<file path="config.mk">
export PLATFORM = sky130hd
export DESIGN_NAME = tank_move_ctl
export DESIGN_NICKNAME = d
export VERILOG_FILES = /design/src/rtl/tank_move_ctl.sv
export SDC_FILE = /design/constraint.sdc
export NUM_CORES = 1
export LEC_CHECK = 0
export BUFFER_PORTS_ARGS = -buffer_cell sky130_fd_sc_hd__buf_2
export CAP_MARGIN = 20
export CELL_PAD_IN_SITES_DETAIL_PLACEMENT = 1
export CELL_PAD_IN_SITES_GLOBAL_PLACEMENT = 1
export CORE_MARGIN = 5
export CORE_UTILIZATION = 48
export CTS_BUF_LIST = sky130_fd_sc_hd__clkbuf_8
export DETAILED_ROUTE_END_ITERATION = 7
export PLACE_DENSITY = 0.88
export SLEW_MARGIN = 5
export SYNTH_ARGS = -nofsm -noshare
export SYNTH_HDL_FRONTEND = slang
export SYNTH_SLANG_ARGS = --single-unit
</file>
<file path="constraint.sdc">
create_clock -name clk -period 4.5 [get_ports clk]
set_input_delay 0.45 -clock clk [delete_from_list [all_inputs] [get_ports clk]]
set_output_delay 0.45 -clock clk [all_outputs]
set_load 0.01 [all_outputs]
</file>
<file path="src/rtl/tank_move_ctl.sv">
//------------------------------------------------------------------------------
// Module      : tank_move_ctl
// Description : Per-frame motion/orientation controller for one tank sprite.
//               Samples the direction keys on each vblank rising edge, delays
//               direction changes by ROT_FRAMES held frames, steps the sprite
//               and clamps its bounding box to the visible screen.
//               Optional build macro: TANK_MOVE_ACCEL_EN (step acceleration).
// Revision    : 1.0 - initial release
//------------------------------------------------------------------------------
`default_nettype none

module tank_move_ctl #(
  parameter int SCREEN_W   = 800,
  parameter int SCREEN_H   = 600,
  parameter int INIT_X     = 376,
  parameter int INIT_Y     = 500,
  parameter int STEP       = 2,
  parameter int ROT_FRAMES = 8,
  parameter int MAX_STEP   = 6
) (
  input  logic       clk,
  input  logic       rst,
  input  logic       enable,
  input  logic       vblnk_in,
  input  logic       key_up,
  input  logic       key_down,
  input  logic       key_left,
  input  logic       key_right,
  output logic [9:0] posX,
  output logic [9:0] posY,
  output logic [1:0] direction_tank,
  output logic       moving,
  output logic       turning
);

  typedef enum logic [1:0] {
    S_IDLE    = 2'd0,
    S_TURNING = 2'd1,
    S_MOVING  = 2'd2
  } state_t;

  localparam logic [1:0]  c_DIR_UP    = 2'd0;
  localparam logic [1:0]  c_DIR_DOWN  = 2'd1;
  localparam logic [1:0]  c_DIR_LEFT  = 2'd2;
  localparam logic [1:0]  c_DIR_RIGHT = 2'd3;
  // Bounding-box limits: vertical sprite is 48x64, horizontal is 64x48
  localparam logic [10:0] c_X_MAX_V   = 11'(SCREEN_W - 48);
  localparam logic [10:0] c_Y_MAX_V   = 11'(SCREEN_H - 64);
  localparam logic [10:0] c_X_MAX_H   = 11'(SCREEN_W - 64);
  localparam logic [10:0] c_Y_MAX_H   = 11'(SCREEN_H - 48);
  localparam int          c_CNT_W     = (ROT_FRAMES < 2) ? 1 : $clog2(ROT_FRAMES + 1);
  localparam logic [c_CNT_W-1:0] c_CNT_DONE = c_CNT_W'(ROT_FRAMES);

  // A step ceiling below the base step has no meaningful acceleration range;
  // such a configuration elaborates no extra logic and acceleration pins at STEP.
  if (MAX_STEP < STEP) begin : g_step_ceiling_below_base
  end

  state_t               r_state, w_state_nxt;
  logic [c_CNT_W-1:0]   r_turn_cnt, w_turn_cnt_nxt;
  logic [1:0]           r_tgt_dir, w_tgt_dir_nxt;
  logic [1:0]           r_dir, w_dir_nxt;
  logic [9:0]           r_posx, w_posx_nxt;
  logic [9:0]           r_posy, w_posy_nxt;
  logic                 r_moving, r_turning;
  logic                 r_vblnk_prev;

  logic                 w_tick;
  logic                 w_req_valid;
  logic [1:0]           w_req_dir;
  logic [9:0]           w_s;
  logic [10:0]          w_sum_x, w_sum_y;
  logic [9:0]           w_x_vert;
  logic [9:0]           w_step_x, w_step_y;
  logic                 w_step_sat;
  logic [10:0]          w_rot_xlim, w_rot_ylim;
  logic [9:0]           w_rot_x, w_rot_y;
  logic                 w_do_step;

`ifdef TANK_MOVE_ACCEL_EN
  logic [9:0]           r_step, w_step_nxt;
  assign w_s = r_step;
`else
  assign w_s = 10'(STEP);
`endif

  assign w_tick      = vblnk_in & ~r_vblnk_prev & enable;
  assign w_req_valid = key_up | key_down | key_left | key_right;

  // Fixed key priority: up > down > left > right
  always_comb begin
    w_req_dir = c_DIR_RIGHT;
    if (key_up)         w_req_dir = c_DIR_UP;
    else if (key_down)  w_req_dir = c_DIR_DOWN;
    else if (key_left)  w_req_dir = c_DIR_LEFT;
  end

  // Candidate position after one step in the committed direction, saturating at edges
  always_comb begin
    w_sum_x    = {1'b0, r_posx} + {1'b0, w_s};
    w_sum_y    = {1'b0, r_posy} + {1'b0, w_s};
    w_x_vert   = ({1'b0, r_posx} > c_X_MAX_V) ? c_X_MAX_V[9:0] : r_posx;
    w_step_x   = r_posx;
    w_step_y   = r_posy;
    w_step_sat = 1'b0;
    case (r_dir)
      c_DIR_UP: begin
        w_step_x = w_x_vert;
        if (r_posy >= w_s) begin
          w_step_y = r_posy - w_s;
        end else begin
          w_step_y   = '0;
          w_step_sat = 1'b1;
        end
      end
      c_DIR_DOWN: begin
        w_step_x = w_x_vert;
        if (w_sum_y > c_Y_MAX_V) begin
          w_step_y   = c_Y_MAX_V[9:0];
          w_step_sat = 1'b1;
        end else begin
          w_step_y = w_sum_y[9:0];
        end
      end
      c_DIR_LEFT: begin
        if (r_posx >= w_s) begin
          w_step_x = r_posx - w_s;
        end else begin
          w_step_x   = '0;
          w_step_sat = 1'b1;
        end
      end
      default: begin
        if (w_sum_x > c_X_MAX_H) begin
          w_step_x   = c_X_MAX_H[9:0];
          w_step_sat = 1'b1;
        end else begin
          w_step_x = w_sum_x[9:0];
        end
      end
    endcase
  end

  // Position after committing to the target orientation (box may change shape)
  always_comb begin
    w_rot_xlim = r_tgt_dir[1] ? c_X_MAX_H : c_X_MAX_V;
    w_rot_ylim = r_tgt_dir[1] ? c_Y_MAX_H : c_Y_MAX_V;
    w_rot_x    = ({1'b0, r_posx} > w_rot_xlim) ? w_rot_xlim[9:0] : r_posx;
    w_rot_y    = ({1'b0, r_posy} > w_rot_ylim) ? w_rot_ylim[9:0] : r_posy;
  end

  // Next-state and datapath update; nothing changes outside a tick
  always_comb begin
    w_state_nxt    = r_state;
    w_turn_cnt_nxt = r_turn_cnt;
    w_tgt_dir_nxt  = r_tgt_dir;
    w_dir_nxt      = r_dir;
    w_posx_nxt     = r_posx;
    w_posy_nxt     = r_posy;
    w_do_step      = 1'b0;
    if (w_tick) begin
      case (r_state)
        S_IDLE: begin
          if (w_req_valid) begin
            if (w_req_dir == r_dir) begin
              w_state_nxt = S_MOVING;
              w_do_step   = 1'b1;
            end else begin
              w_state_nxt    = S_TURNING;
              w_turn_cnt_nxt = c_CNT_W'(1);
              w_tgt_dir_nxt  = w_req_dir;
            end
          end
        end
        S_TURNING: begin
          if (!w_req_valid) begin
            w_state_nxt    = S_IDLE;
            w_turn_cnt_nxt = '0;
          end else if (w_req_dir == r_dir) begin
            w_state_nxt    = S_MOVING;
            w_turn_cnt_nxt = '0;
            w_do_step      = 1'b1;
          end else if (w_req_dir != r_tgt_dir) begin
            w_tgt_dir_nxt  = w_req_dir;
            w_turn_cnt_nxt = c_CNT_W'(1);
          end else if (r_turn_cnt == c_CNT_DONE) begin
            w_dir_nxt      = r_tgt_dir;
            w_posx_nxt     = w_rot_x;
            w_posy_nxt     = w_rot_y;
            w_state_nxt    = S_MOVING;
            w_turn_cnt_nxt = '0;
          end else begin
            w_turn_cnt_nxt = r_turn_cnt + c_CNT_W'(1);
          end
        end
        default: begin
          if (!w_req_valid) begin
            w_state_nxt = S_IDLE;
          end else if (w_req_dir == r_dir) begin
            w_do_step = 1'b1;
          end else begin
            w_state_nxt    = S_TURNING;
            w_turn_cnt_nxt = c_CNT_W'(1);
            w_tgt_dir_nxt  = w_req_dir;
          end
        end
      endcase
      if (w_do_step) begin
        w_posx_nxt = w_step_x;
        w_posy_nxt = w_step_y;
      end
    end
  end

`ifdef TANK_MOVE_ACCEL_EN
  // Step size grows while moving, drops back to base on leaving MOVING or hitting an edge
  always_comb begin
    w_step_nxt = r_step;
    if (w_state_nxt != S_MOVING) begin
      w_step_nxt = 10'(STEP);
    end else if (w_do_step) begin
      if (w_step_sat)                      w_step_nxt = 10'(STEP);
      else if (r_step >= 10'(MAX_STEP))    w_step_nxt = r_step;
      else                                 w_step_nxt = r_step + 10'd1;
    end
  end

  // Step size register
  always_ff @(posedge clk) begin
    if (rst) r_step <= 10'(STEP);
    else     r_step <= w_step_nxt;
  end
`endif

  // State and output registers
  always_ff @(posedge clk) begin
    if (rst) begin
      r_state      <= S_IDLE;
      r_turn_cnt   <= '0;
      r_tgt_dir    <= c_DIR_UP;
      r_dir        <= c_DIR_UP;
      r_posx       <= 10'(INIT_X);
      r_posy       <= 10'(INIT_Y);
      r_moving     <= 1'b0;
      r_turning    <= 1'b0;
      r_vblnk_prev <= 1'b0;
    end else begin
      r_state      <= w_state_nxt;
      r_turn_cnt   <= w_turn_cnt_nxt;
      r_tgt_dir    <= w_tgt_dir_nxt;
      r_dir        <= w_dir_nxt;
      r_posx       <= w_posx_nxt;
      r_posy       <= w_posy_nxt;
      r_moving     <= (w_state_nxt == S_MOVING);
      r_turning    <= (w_state_nxt == S_TURNING);
      r_vblnk_prev <= vblnk_in;
    end
  end

  assign posX           = r_posx;
  assign posY           = r_posy;
  assign direction_tank = r_dir;
  assign moving         = r_moving;
  assign turning        = r_turning;

endmodule

`default_nettype wire
</file>
### Yosys cells after proc, flatten, opt, wreduce, memory -nomap -nowiden

Index checks and enable logic that the tools add are counted.

| word-level totals | value |
|---|---|
| register bits | 33 |
| latch bits | 0 |
| bits in writable memories | 0 |
| bits in read-only memories | 0 |
| output and inout port bits | 24 |
| logic and storage cells | 109 |
| memories | 0 |

| operators by class | value |
|---|---|
| add/subtract/negate cells | 5 |
| multipliers | 0 |
| divide/modulo/power cells | 0 |
| $lt $le $gt $ge | 7 |
| eq/ne operators | 14 |
| shifts and indexed selects | 0 |
| multiplexer cells | 52 |
| bitwise gates (word level) | 8 |
| reductions and logical operators | 14 |

Operator list:

| cell | count |
|---|---|
| $mux W10 | 19 |
| $pmux W10 S2 | 2 |
| $mux W2 | 17 |
| $mux W4 | 7 |
| $add A10 B2 Y11 const B | 2 |
| $gt A11 B10 Y1 const B | 2 |
| $ge A10 B2 Y1 const B | 2 |
| $gt A10 B10 Y1 | 2 |
| $sub A10 B2 Y10 const B | 2 |
| $reduce_and A8 Y1 | 2 |
| $reduce_bool A2 Y1 | 6 |
| $gt A10 B10 Y1 const B | 1 |
| $eq A2 B1 Y1 const B | 3 |
| $mux W6 | 1 |
| $ne A2 B1 Y1 const B | 3 |
| $reduce_and A6 Y1 | 1 |
| $mux W5 | 1 |
| $add A4 B1 Y4 const B | 1 |
| $eq A2 B2 Y1 const B | 2 |
| $eq A4 B4 Y1 const B | 1 |
| $logic_not A2 Y1 | 2 |
| $mux W1 | 4 |
| $pmux W2 S2 | 1 |
| $reduce_and A4 Y1 | 1 |
| 10 further kinds | 15 |

### Longest topological paths before layout

Gate-level depths: netlist (run 1).

| depth | value |
|---|---|
| depth after elaboration | 10 |
| gate-level depth with buffers | 10 |
| mapped depth without buffers | 9 |

### Least setup slack after synthesis (run 1)

Ideal clock, no wire load.

| timing path | value |
|---|---|
| kind | register -> register |
| from | register r_posy[1] (netlist: posY[1]) |
| to | register r_posy[7] (netlist: posY[7]) |
| setup time | 136 ps |
| arrival | 2090 ps |
| required time | 4364 ps |
| path slack | 2275 ps |
| cell stages (with the launch flop) | 11 |
| period minus slack after synthesis | 2225 ps |
| cell sequence | dfxtp_1 > buf_2 > inv_1 > ha_1 > or3b_2 > a21oi_1 > a311oi_1 > o22ai_1 > nand2_1 > a41oi_1 > o311ai_1 |

| between the ends | value |
|---|---|
| longest elaborated chain between the ends | 5 |
| elaborated cells on any way between the ends | 11 |
| classes of those cells | 2 x add/sub; 3 x order compare; 4 x mux; 2 x reduce/logical |

Ends and longest elaborated chain:

| element | RTL line | RTL |
|---|---|---|
| from (decl) | 64 | `logic [9:0] r_posy, w_posy_nxt;` |
| from (signal assigned) | 243 | `r_posy <= 10'(INIT_Y);` |
| from (signal assigned) | 253 | `r_posy <= w_posy_nxt;` |
| $add A10 B2 Y11 | 101 | `w_sum_y = {1'b0, r_posy} + {1'b0, w_s};` |
| $gt A11 B10 Y1 | 118 | `if (w_sum_y > c_Y_MAX_V) begin` |
| $mux W10 | 118 |  |
| $pmux W10 S2 | 106 | `case (r_dir)` |
| $mux W10 | 208 | `if (w_do_step) begin` |

Several ways; a longest one is shown, not always the timed one.
A chain may end at the register's enable or synchronous reset.

### Worst setup path after layout (run 1)

| timing path | value |
|---|---|
| from | register r_posx[1] (netlist: posX[1]) |
| to | register r_posx[3] (netlist: posX[3]) |

| between the ends | value |
|---|---|
| longest elaborated chain between the ends | 5 |
| elaborated cells on any way between the ends | 13 |
| classes of those cells | 2 x add/sub; 4 x order compare; 1 x eq/ne; 4 x mux; 2 x reduce/logical |

Ends and longest elaborated chain:

| element | RTL line | RTL |
|---|---|---|
| from (decl) | 63 | `logic [9:0] r_posx, w_posx_nxt;` |
| from (signal assigned) | 242 | `r_posx <= 10'(INIT_X);` |
| from (signal assigned) | 252 | `r_posx <= w_posx_nxt;` |
| $add A10 B2 Y11 | 100 | `w_sum_x = {1'b0, r_posx} + {1'b0, w_s};` |
| $gt A11 B10 Y1 | 134 | `if (w_sum_x > c_X_MAX_H) begin` |
| $mux W10 | 134 |  |
| $pmux W10 S2 | 106 |  |
| $mux W10 | 208 |  |

Several ways; a longest one is shown, not always the timed one.

==> reports/qor.tcl, run 1 <==
set qor(via_count_of_the_first_global_routing_pass) 2990
set qor(drc_errors) 0
set qor(route.antenna.remaining_nets) 0
set qor(post-synth-top-area-cell) {dfxtp_1}
set qor(synth.yosys.warnings) 0
set qor(wire_length_of_the_first_global_routing_pass_mm) 14.8
set qor(r2r_cells) 8
set qor(preCtsSetupSlack_ps) 1590
set qor(antenna_found_initial) 0
set qor(timing.rr.start) {posX[1]$_SDFFE_PP0P_}
set qor(tritoncts_clock_tree) {done}
set qor(synth_commonest_cells) {a21oi_1 (43), nor2_1 (36), nand2_1 (35), dfxtp_1 (31)}
set qor(post_dp_cell_area_um2) 3010
set qor(die_width_um) 88.7
set qor(cts_hold_buf) 0
set qor(syn_avg_cell_area_um2) 7.24
set qor(gp_routability_congestion) 0.921
set qor(final-seq-area_um2) 621
set qor(maxCapViolations) 0
set qor(ys_ff_latch) 31
set qor(design.die.area_um2) 7870
set qor(placementRows) 28
set qor(final_nets) 428
set qor(syn_inst) 411
set qor(design_area_um2) 3130
set qor(worst_pin_slew_ps) 756
set qor(synth-edff-count) 0
set qor(multi_input_area_um2) 2080
set qor(timing.setup.tns_ps) 0
set qor(synth.top_cell.area_share_pct) 20.9
set qor(worst_setup_path_start_kind) {register}
set qor(worst_path_fanout_max) 14
set qor(floorplan.initialDensity_pct) 49.9
set qor(avgRoutedWirePerCell_um) 18.7
set qor(insertedDiodeCount) 0
set qor(max-clock-path-buffers) 2
set qor(vias_per_cell) 6.54
set qor(first_pass_iters) 4
set qor(required_ps) 4710
set qor(worst_slack_ps) 1510
set qor(final.setup_skew_ps) 4.36
set qor(finalHoldViolations) 0
set qor(fraction_of_the_yosys_area_taken_by_sequential_cells_pct) 20.9
set qor(synthDistinctLibCells) 76
set qor(floorplan.die.height_um) 88.7
set qor(cts.htree.levels) 2
set qor(cts_num_sinks) 31
set qor(reg2reg_to) {posX[3]$_SDFFE_PP1P_}
set qor(period_share_pct) 66.5
set qor(power_per_cell_area_nw_per_um2) 207
set qor(cp.arrival_ps) 3210
set qor(post-synth-top-count-cell) {a21oi_1}
set qor(max_freq_mhz) 334
set qor(timing_worst_setup_path_type) {reg2reg}
set qor(total_power_uw) 646
set qor(cts-buffers-inserted) 5
set qor(drt_iter0_drc) 273
set qor(maxSlewViolCount) 0
set qor(cell_count_of_the_worst_hold_path) 2
set qor(hp-class) {in2reg}
set qor(final_period_minus_worst_setup_slack_ps) 2990
set qor(via_count) 3173
set qor(totalWireLength_mm) 9.05
set qor(syn_to_final_growth_pct) 5.13
set qor(hpwl_detailed_mm) 6.61
set qor(clk_pin_slew_worst_paths_ps) 70
set qor(outcome) {complete, no violations}
set qor(postCtsSetupRepairBufs) 0
set qor(finalSetupViolations) 0
set qor(mappedNetlistArea_um2) 2970
set qor(synth.area.top_cells) {dfxtp_1 (21%), a21oi_1 (7.2%), ha_1 (4.6%)}
set qor(grt_start_max_net_pins) 33
set qor(rsz_0062_raised_after_global_routing) {no}
set qor(io-pin-count) 32
set qor(ff_to_ff_setup_slack_ps) 1510
set qor(holdCritStartpoint) {vblnk_in}
set qor(io_buffers) 29
set qor(layout_cell_share_with_drive_strength_beyond_1_pct) 13.7
set qor(insertion_delay_ps) 280
set qor(worst_hold_path.endpoint) {r_vblnk_prev$_SDFF_PP0_}
set qor(fin_util_pct) 52.5
set qor(master_cell_of_the_clock_root_buffer) {clkbuf_8}
set qor(ys_async_sr_fraction_pct) 0
set qor(synth_ff_type) {dfxtp_1}
set qor(irDropWorstVdd_v) 0.000169
set qor(filler_cell_count) 789
set qor(post_cts_resized) 0
set qor(total_leakage_power_nw) 1.16
set qor(timing.max_slew.rel_slack_pct) 49.5
set qor(gr-usage-all-layers_pct) 23.3
set qor(worstSetupEndpointType) {register}
set qor(core_region_area_um2) 5960
set qor(globalRoute.totalOverflow) 0
area by class of cell:
cell class / instances / share of cell area (%)
multi-input combinational: 323 / 66.5
sequential: 31 / 19.8
timing repair buffer: 29 / 4.64
tap: 75 / 3.00
clock buffer: 6 / 2.64
inverter: 19 / 2.28
clock inverter: 2 / 1.12
cell families after synthesis:
| logic type | Yosys count | synth area share (%) |
|---|---|---|
| compound gates | 135 | 31.1 |
| xor+xnor | 8 | 2.36 |
| fa+ha+maj | 11 | 4.63 |
| buf+inv | 58 | 9.38 |
| flops | 31 | 20.9 |
| mux | 9 | 3.03 |
| other cells | 1 | 0.126 |
| simple gates | 158 | 28.5 |
worst max-delay path by stage:
stage                          from                   end  slack (ps)  cells after the start
6_report       posX[1]$_SDFFE_PP0P_  posX[3]$_SDFFE_PP1P_        1510                      8
5_1_grt        posX[1]$_SDFFE_PP0P_  posX[3]$_SDFFE_PP1P_        1330                      8
4_1_cts        posX[1]$_SDFFE_PP0P_  posX[3]$_SDFFE_PP1P_        1550                      8
3_5_place_dp   posX[1]$_SDFFE_PP0P_  posX[3]$_SDFFE_PP1P_        1590                      8
3_3_place_gp   posX[1]$_SDFFE_PP0P_  posX[2]$_SDFFE_PP0P_        1730                      8
2_1_floorplan  posY[1]$_SDFFE_PP0P_  posY[7]$_SDFFE_PP1P_        2270                     10
where the power goes:
part	total [mW]	internal, mW	leakage, nW	switching [mW]
Combinational	0.0654	0.0241	0.845	0.0413
Sequential	0.290	0.279	0.251	0.0105
Clock	0.291	0.179	0.0612	0.112
layer usage:
layer  part of all wire [%]  GRT usage, %
met1                     47          33.0
met2                     48          37.5
met3                    4.6          3.63
met4                   0.84          4.67
met5                      0             0
sequential cells by signal, indices dropped and copies added, names as in the netlist:
name and cells:
posX 9, posY 9, r_turn_cnt 4, direction_tank 2, r_state 2, r_tgt_dir 2, moving 1, r_vblnk_prev 1
turning 1
critical path, cell delays in order, from the launching register on:
cell and delay (ps):
dfxtp_1 600, ha_1 360, and3_1 300, mux2i_1 220
and4bb_2 290, a2111oi_1 640, nand2b_1 240, o211ai_1 110
a21oi_1 160
through the flow:
step                      hold slack (ps)  std cells
final                                 392        485
after global routing                  398        485
after CTS                             391        485
after detailed placement              483        477
after global placement                469        477
after floorplan                       453        412
cells in the final DEF, fill, tap and decap left out, drive strengths merged, types with 8 or more instances in the layout:
cell	instances
buf	29
nor2	38
ha	11
a21oi	44
nand3	10
inv	19
nand2b	9
mux2i	9
nor2b	8
o21ai	20
nand2	36
nand4	8
dfxtp	31
nor3	13
(Power assumes the default switching activity.)
==> inputs of run 2 (changes only) <==
--- a/config.mk
+++ b/config.mk
@@ -10,10 +10,10 @@
 export CELL_PAD_IN_SITES_DETAIL_PLACEMENT = 1
 export CELL_PAD_IN_SITES_GLOBAL_PLACEMENT = 1
 export CORE_MARGIN = 5
-export CORE_UTILIZATION = 48
+export CORE_UTILIZATION = 45
 export CTS_BUF_LIST = sky130_fd_sc_hd__clkbuf_8
 export DETAILED_ROUTE_END_ITERATION = 7
-export PLACE_DENSITY = 0.88
+export PLACE_DENSITY = 0.83
 export SLEW_MARGIN = 5
 export SYNTH_ARGS = -nofsm -noshare
 export SYNTH_HDL_FRONTEND = slang
==> constraint.sdc (replaced) <==
create_clock -name clk -period 2.9 [get_ports clk]
set_input_delay 0.29 -clock clk [delete_from_list [all_inputs] [get_ports clk]]
set_output_delay 0.29 -clock clk [all_outputs]
set_load 0.01 [all_outputs]
==> run 2 against run 1 <==
Compared with the run above: setup slack worse by 1200 ps; core utilization shrank 2.7 points; non-clock buffer count up 8; via count fell by 0.32%; sequential share of layout area fell by 0.30 points; power increased by 48%; worst hold slack got worse by 150 ps; clock power grew 39%; sequential cell count is the same; clock-buffer cell count grew 1; critical path type unchanged; critical endpoint is now posX[1]$_SDFFE_PP0P_.
==> reports/qor.tcl, run 2 (synthesis gave the netlist of run 1 again) <==
set qor(outcome) {complete, no violations}
set qor(max-clock-path-buffers) 2
set qor(final-seq-area_um2) 622
set qor(final_period_minus_worst_setup_slack_ps) 2620
set qor(timing_worst_setup_path_type) {reg2reg}
set qor(finalHoldViolations) 0
set qor(rsz_0062_raised_after_global_routing) {no}
set qor(required_ps) 3120
set qor(globalRoute.totalOverflow) 0
set qor(grt_busiest_layer) {met2}
set qor(first_pass_iters) 4
set qor(holdCritStartpoint) {vblnk_in}
set qor(total_leakage_power_nw) 1.19
set qor(met3_usage_pct) 4.55
set qor(io-pin-count) 32
set qor(final.setup_skew_ps) 8.81
set qor(via_count_of_the_first_global_routing_pass) 3073
set qor(post_dp_cell_area_um2) 3070
set qor(gr-usage-all-layers_pct) 21.8
set qor(critical-path-slowest-cell) {dfxtp_1}
set qor(grt_start_max_net_pins) 33
set qor(instances_no_fill) 495
set qor(preCtsSetupSlack_ps) 217
set qor(worst_path_fanout_max) 13
set qor(placementRows) 29
set qor(most-common-layout-cells) {a21oi_1 (43), nor2_1 (36), nand2_1 (35)}
set qor(die_width_um) 91.3
set qor(worstPathCellList) {ha_1, and3_1, mux2i_1, and4bb_2, a2111oi_2, nand2b_1, o211ai_1, a21oi_1}
set qor(worst_pin_slew_ps) 637
set qor(syn_to_final_growth_pct) 6.98
set qor(clk_pin_slew_worst_paths_ps) 80
set qor(ff_to_ff_setup_slack_ps) 280
set qor(cts-buffers-inserted) 5
set qor(timing.rr.start) {posX[2]$_SDFFE_PP0P_}
set qor(timing.max_slew.rel_slack_pct) 57.5
set qor(totalWireLength_mm) 9.01
set qor(cp.arrival_ps) 2830
set qor(worst_slack_ps) 284
set qor(period_share_pct) 90.2
set qor(via_count) 3163
set qor(master_cell_of_the_clock_root_buffer) {clkbuf_8}
set qor(avgRoutedWirePerCell_um) 18.2
set qor(postCtsSetupRepairBufs) 0
set qor(io_buffers) 29
set qor(filler_cell_count) 850
set qor(tritoncts_clock_tree) {done}
set qor(gp_routability_congestion) 0.904
set qor(layout_cell_share_with_drive_strength_beyond_1_pct) 15.8
set qor(insertedDiodeCount) 0
set qor(drt_iter0_drc) 230
set qor(cts_num_sinks) 31
set qor(hpwl_detailed_mm) 6.69
set qor(wire_length_of_the_first_global_routing_pass_mm) 15.3
set qor(core_region_area_um2) 6390
set qor(irDropWorstVdd_v) 0.000241
set qor(design_area_um2) 3180
set qor(route.antenna.remaining_nets) 0
set qor(gr-usage-met2_pct) 34.9
set qor(design.die.area_um2) 8330
set qor(cp_slowest_stage_delay_ps) 570
set qor(maxCapViolations) 0
set qor(final_nets) 436
set qor(dpl.cell_count) 487
set qor(floorplan.initialDensity_pct) 46.6
set qor(cell_count_of_the_worst_hold_path) 2
set qor(worstSetupEndpointType) {register}
set qor(critical_path.startpoint) {posX[2]$_SDFFE_PP0P_}
set qor(timing.setup.tns_ps) 0
set qor(met1_usage_in_global_routing_pct) 30.1
set qor(layout.cells.most_common) {a21oi_1}
set qor(hp-class) {in2reg}
set qor(cts.htree.levels) 2
set qor(insertion_delay_ps) 300
set qor(worst_setup_path_start_kind) {register}
set qor(drc_errors) 0
set qor(multi_input_area_um2) 2080
set qor(total_power_uw) 957
set qor(r2r_cells) 8
set qor(power_per_cell_area_nw_per_um2) 301
set qor(cts_hold_buf) 0
set qor(fin_util_pct) 49.8
set qor(antenna_found_initial) 0
set qor(vias_per_cell) 6.39
set qor(max_freq_mhz) 382
set qor(floorplan.die.height_um) 91.3
set qor(finalSetupViolations) 0
set qor(fin_worst_hold_slack_ps) 239
set qor(maxSlewViolCount) 0
-- run 2: cell types whose count changed in the layout (fill, tap and decap cells not counted), sizes merged --
cell	previous run	this run
clkinv	1	0
clkinvlp	0	1
buf	29	37
clkbuf	6	7
bufinv	1	0
-- run 2: path summary, 6_finish.rpt --
path	end
hold reg to reg	r_turn_cnt[3]$_SDFFE_PP0P_
setup / recovery	posX[1]$_SDFFE_PP0P_
hold / removal	r_vblnk_prev$_SDFF_PP0_
setup reg to reg	posX[1]$_SDFFE_PP0P_
-- run 2: power by group --
| part | internal, mW | switching [mW] | total [mW] |
|---|---|---|---|
| sequential | 0.433 | 0.0126 | 0.446 |
| clock | 0.216 | 0.189 | 0.405 |
| combinational | 0.0400 | 0.0666 | 0.107 |
| total | 0.689 | 0.268 | 0.957 |
-- run 2: repair_timing --
item                                    4_1_cts  5_1_grt
hold endpoints to repair                      0        0
endpoints found under the setup margin        0        3
resized for setup                             0        2
-- run 2: critical path: cells and delay by family, from the launching register on --
kind | cells | cell delay, ps
mux | 1 | 190
flops | 1 | 570
simple gates | 3 | 750
compound gates | 3 | 710
fa+ha+maj | 1 | 330
-- run 2: layout make-up --
cell class	count	area share (%)
Clock inverter	1	0.236
Timing Repair Buffer	37	6.45
Multi-Input combinational cell	323	65.5
Clock buffer	7	3.03
Sequential cell	31	19.5
Inverter	19	2.24
Tap cell	77	3.03
-- run 2: metal layers --
| layer | vias to the layer above | wire length, µm |
|---|---|---|
| li1 | 1521 | - |
| met1 | 1542 | 4260 |
| met2 | 88 | 4210 |
| met3 | 12 | 430 |
| met4 | 0 | 109 |
| met5 | - | 0 |
==> inputs of run 3 (changes only) <==
--- a/config.mk
+++ b/config.mk
@@ -9,11 +9,11 @@
 export CAP_MARGIN = 20
 export CELL_PAD_IN_SITES_DETAIL_PLACEMENT = 1
 export CELL_PAD_IN_SITES_GLOBAL_PLACEMENT = 1
-export CORE_MARGIN = 5
+export CORE_MARGIN = 4
 export CORE_UTILIZATION = 45
 export CTS_BUF_LIST = sky130_fd_sc_hd__clkbuf_8
 export DETAILED_ROUTE_END_ITERATION = 7
-export PLACE_DENSITY = 0.83
+export PLACE_DENSITY_LB_ADDON = 0.08
 export SLEW_MARGIN = 5
 export SYNTH_ARGS = -nofsm -noshare
 export SYNTH_HDL_FRONTEND = slang
==> run 3 against run 2 <==
Compared with the run above: critical endpoint is now posX[8]$_SDFFE_PP1P_; critical path type unchanged; power decreased by 1.8%; register-to-register slack improved by 40 ps; critical path depth decreased by 3; maximum frequency increased by 1.5%; non-clock buffer count increased by 5.
==> reports/qor.tcl, run 3 (synthesis gave the netlist of run 1 again) <==
set qor(rsz_0062_raised_after_global_routing) {no}
set qor(wire_length_of_the_first_global_routing_pass_mm) 15.5
set qor(layout.cells.most_common) {a21oi_1}
set qor(postCtsSetupRepairBufs) 0
set qor(timing.rr.start) {posX[5]$_SDFFE_PP1P_}
set qor(max_freq_mhz) 388
set qor(master_cell_of_the_clock_root_buffer) {clkbuf_8}
set qor(final_nets) 441
set qor(layout_cell_share_with_drive_strength_beyond_1_pct) 16.3
set qor(required_ps) 3080
set qor(hpwl_detailed_mm) 6.95
set qor(cts-buffers-inserted) 5
set qor(maxCapViolations) 0
set qor(drc_errors) 0
set qor(filler_cell_count) 861
set qor(timing_worst_setup_path_type) {reg2reg}
set qor(tritoncts_clock_tree) {done}
set qor(cp.arrival_ps) 2750
set qor(fin_util_pct) 50.3
set qor(post_cts_resized) 0
set qor(io_buffers) 29
set qor(antenna_found_initial) 0
set qor(totalWireLength_mm) 9.22
set qor(finalHoldViolations) 0
set qor(hp-class) {in2reg}
set qor(worst_pin_slew_ps) 662
set qor(post_dp_cell_area_um2) 3110
set qor(design.die.area_um2) 7970
set qor(critical_path.startpoint) {posX[5]$_SDFFE_PP1P_}
set qor(period_share_pct) 88.9
set qor(total_power_uw) 940
set qor(cts_hold_buf) 0
set qor(grt_start_max_net_pins) 33
set qor(io-pin-count) 32
set qor(syn_to_final_growth_pct) 8.04
set qor(design_area_um2) 3210
set qor(globalRoute.totalOverflow) 0
set qor(final_period_minus_worst_setup_slack_ps) 2580
set qor(drt_iter0_drc) 171
set qor(max-clock-path-buffers) 2
set qor(insertedDiodeCount) 0
set qor(holdCritStartpoint) {vblnk_in}
set qor(via_count) 3165
set qor(cts.htree.levels) 2
set qor(worst_path_fanout_max) 13
set qor(final.setup_skew_ps) 12.6
set qor(cts_num_sinks) 31
set qor(total_leakage_power_nw) 1.21
set qor(core_region_area_um2) 6390
set qor(clk_pin_slew_worst_paths_ps) 70
set qor(dpl.cell_count) 492
set qor(irDropWorstVdd_v) 0.000279
set qor(outcome) {complete, no violations}
set qor(finalSetupViolations) 0
set qor(maxSlewViolCount) 0
set qor(gr-usage-all-layers_pct) 24.6
set qor(avgRoutedWirePerCell_um) 18.4
set qor(insertion_delay_ps) 290
set qor(power_per_cell_area_nw_per_um2) 293
set qor(first_pass_iters) 4
set qor(placementRows) 29
set qor(via_count_of_the_first_global_routing_pass) 3105
set qor(gp_routability_congestion) 0.894
set qor(floorplan.initialDensity_pct) 46.6
set qor(worstSetupEndpointType) {register}
set qor(route.antenna.remaining_nets) 0
set qor(most-common-layout-cells) {a21oi_1 (43), nor2_1 (36), nand2_1 (35)}
set qor(die_width_um) 89.3
set qor(worst_setup_path_start_kind) {register}
set qor(vias_per_cell) 6.33
set qor(instances_no_fill) 500
set qor(floorplan.die.height_um) 89.3
set qor(timing.max_slew.rel_slack_pct) 54.7
set qor(timing.setup.tns_ps) 0
-- run 3: final cells by class --
type                    count  area (µm²)  area share (%)
flip-flops and latches     31         621            19.3
multi-input cells         323        2080            64.7
repair buffers             42         243            7.55
inverters                  19        71.3            2.22
clock inverters             1        7.51           0.234
clock buffers               7        96.3            3.00
well taps                  77        96.3            3.00
-- run 3: path summary, 6_finish.rpt --
kind / cells past startpoint / end / slack [ps]
setup reg to reg: 5 / posX[8]$_SDFFE_PP1P_ / 320
hold / removal: 2 / r_vblnk_prev$_SDFF_PP0_ / 230
hold reg to reg: 2 / r_turn_cnt[3]$_SDFFE_PP0P_ / 490
setup / recovery: 5 / posX[8]$_SDFFE_PP1P_ / 320
-- run 3: power breakdown --
group	total [mW]	switching (mW)	internal, mW
combinational	0.103	0.0636	0.0389
sequential	0.449	0.0152	0.433
clock	0.389	0.173	0.216
total	0.940	0.252	0.688
-- run 3: per-stage QoR --
stage          setup slack (ps)  hold WS (ps)
6_report                    323           234
5_1_grt                     107           259
4_1_cts                     354           226
3_5_place_dp                378           487
3_3_place_gp                436           470
2_1_floorplan               675           367
-- run 3: critical path: stages, from the launching register on --
cell and delay, ps:
dfxtp_1 580, and3_1 390, nand2_1 100, a2111oi_0 630
o21ai_2 330, a221o_1 430
-- run 3: layer usage --
metal / GRT usage (%) / routed length, µm / vias up
li1: - / - / 1533
met5: 0 / 0 / -
met1: 34.9 / 4420 / 1561
met2: 38.6 / 4260 / 61
met3: 5.53 / 473 / 10
met4: 4.47 / 69 / 0
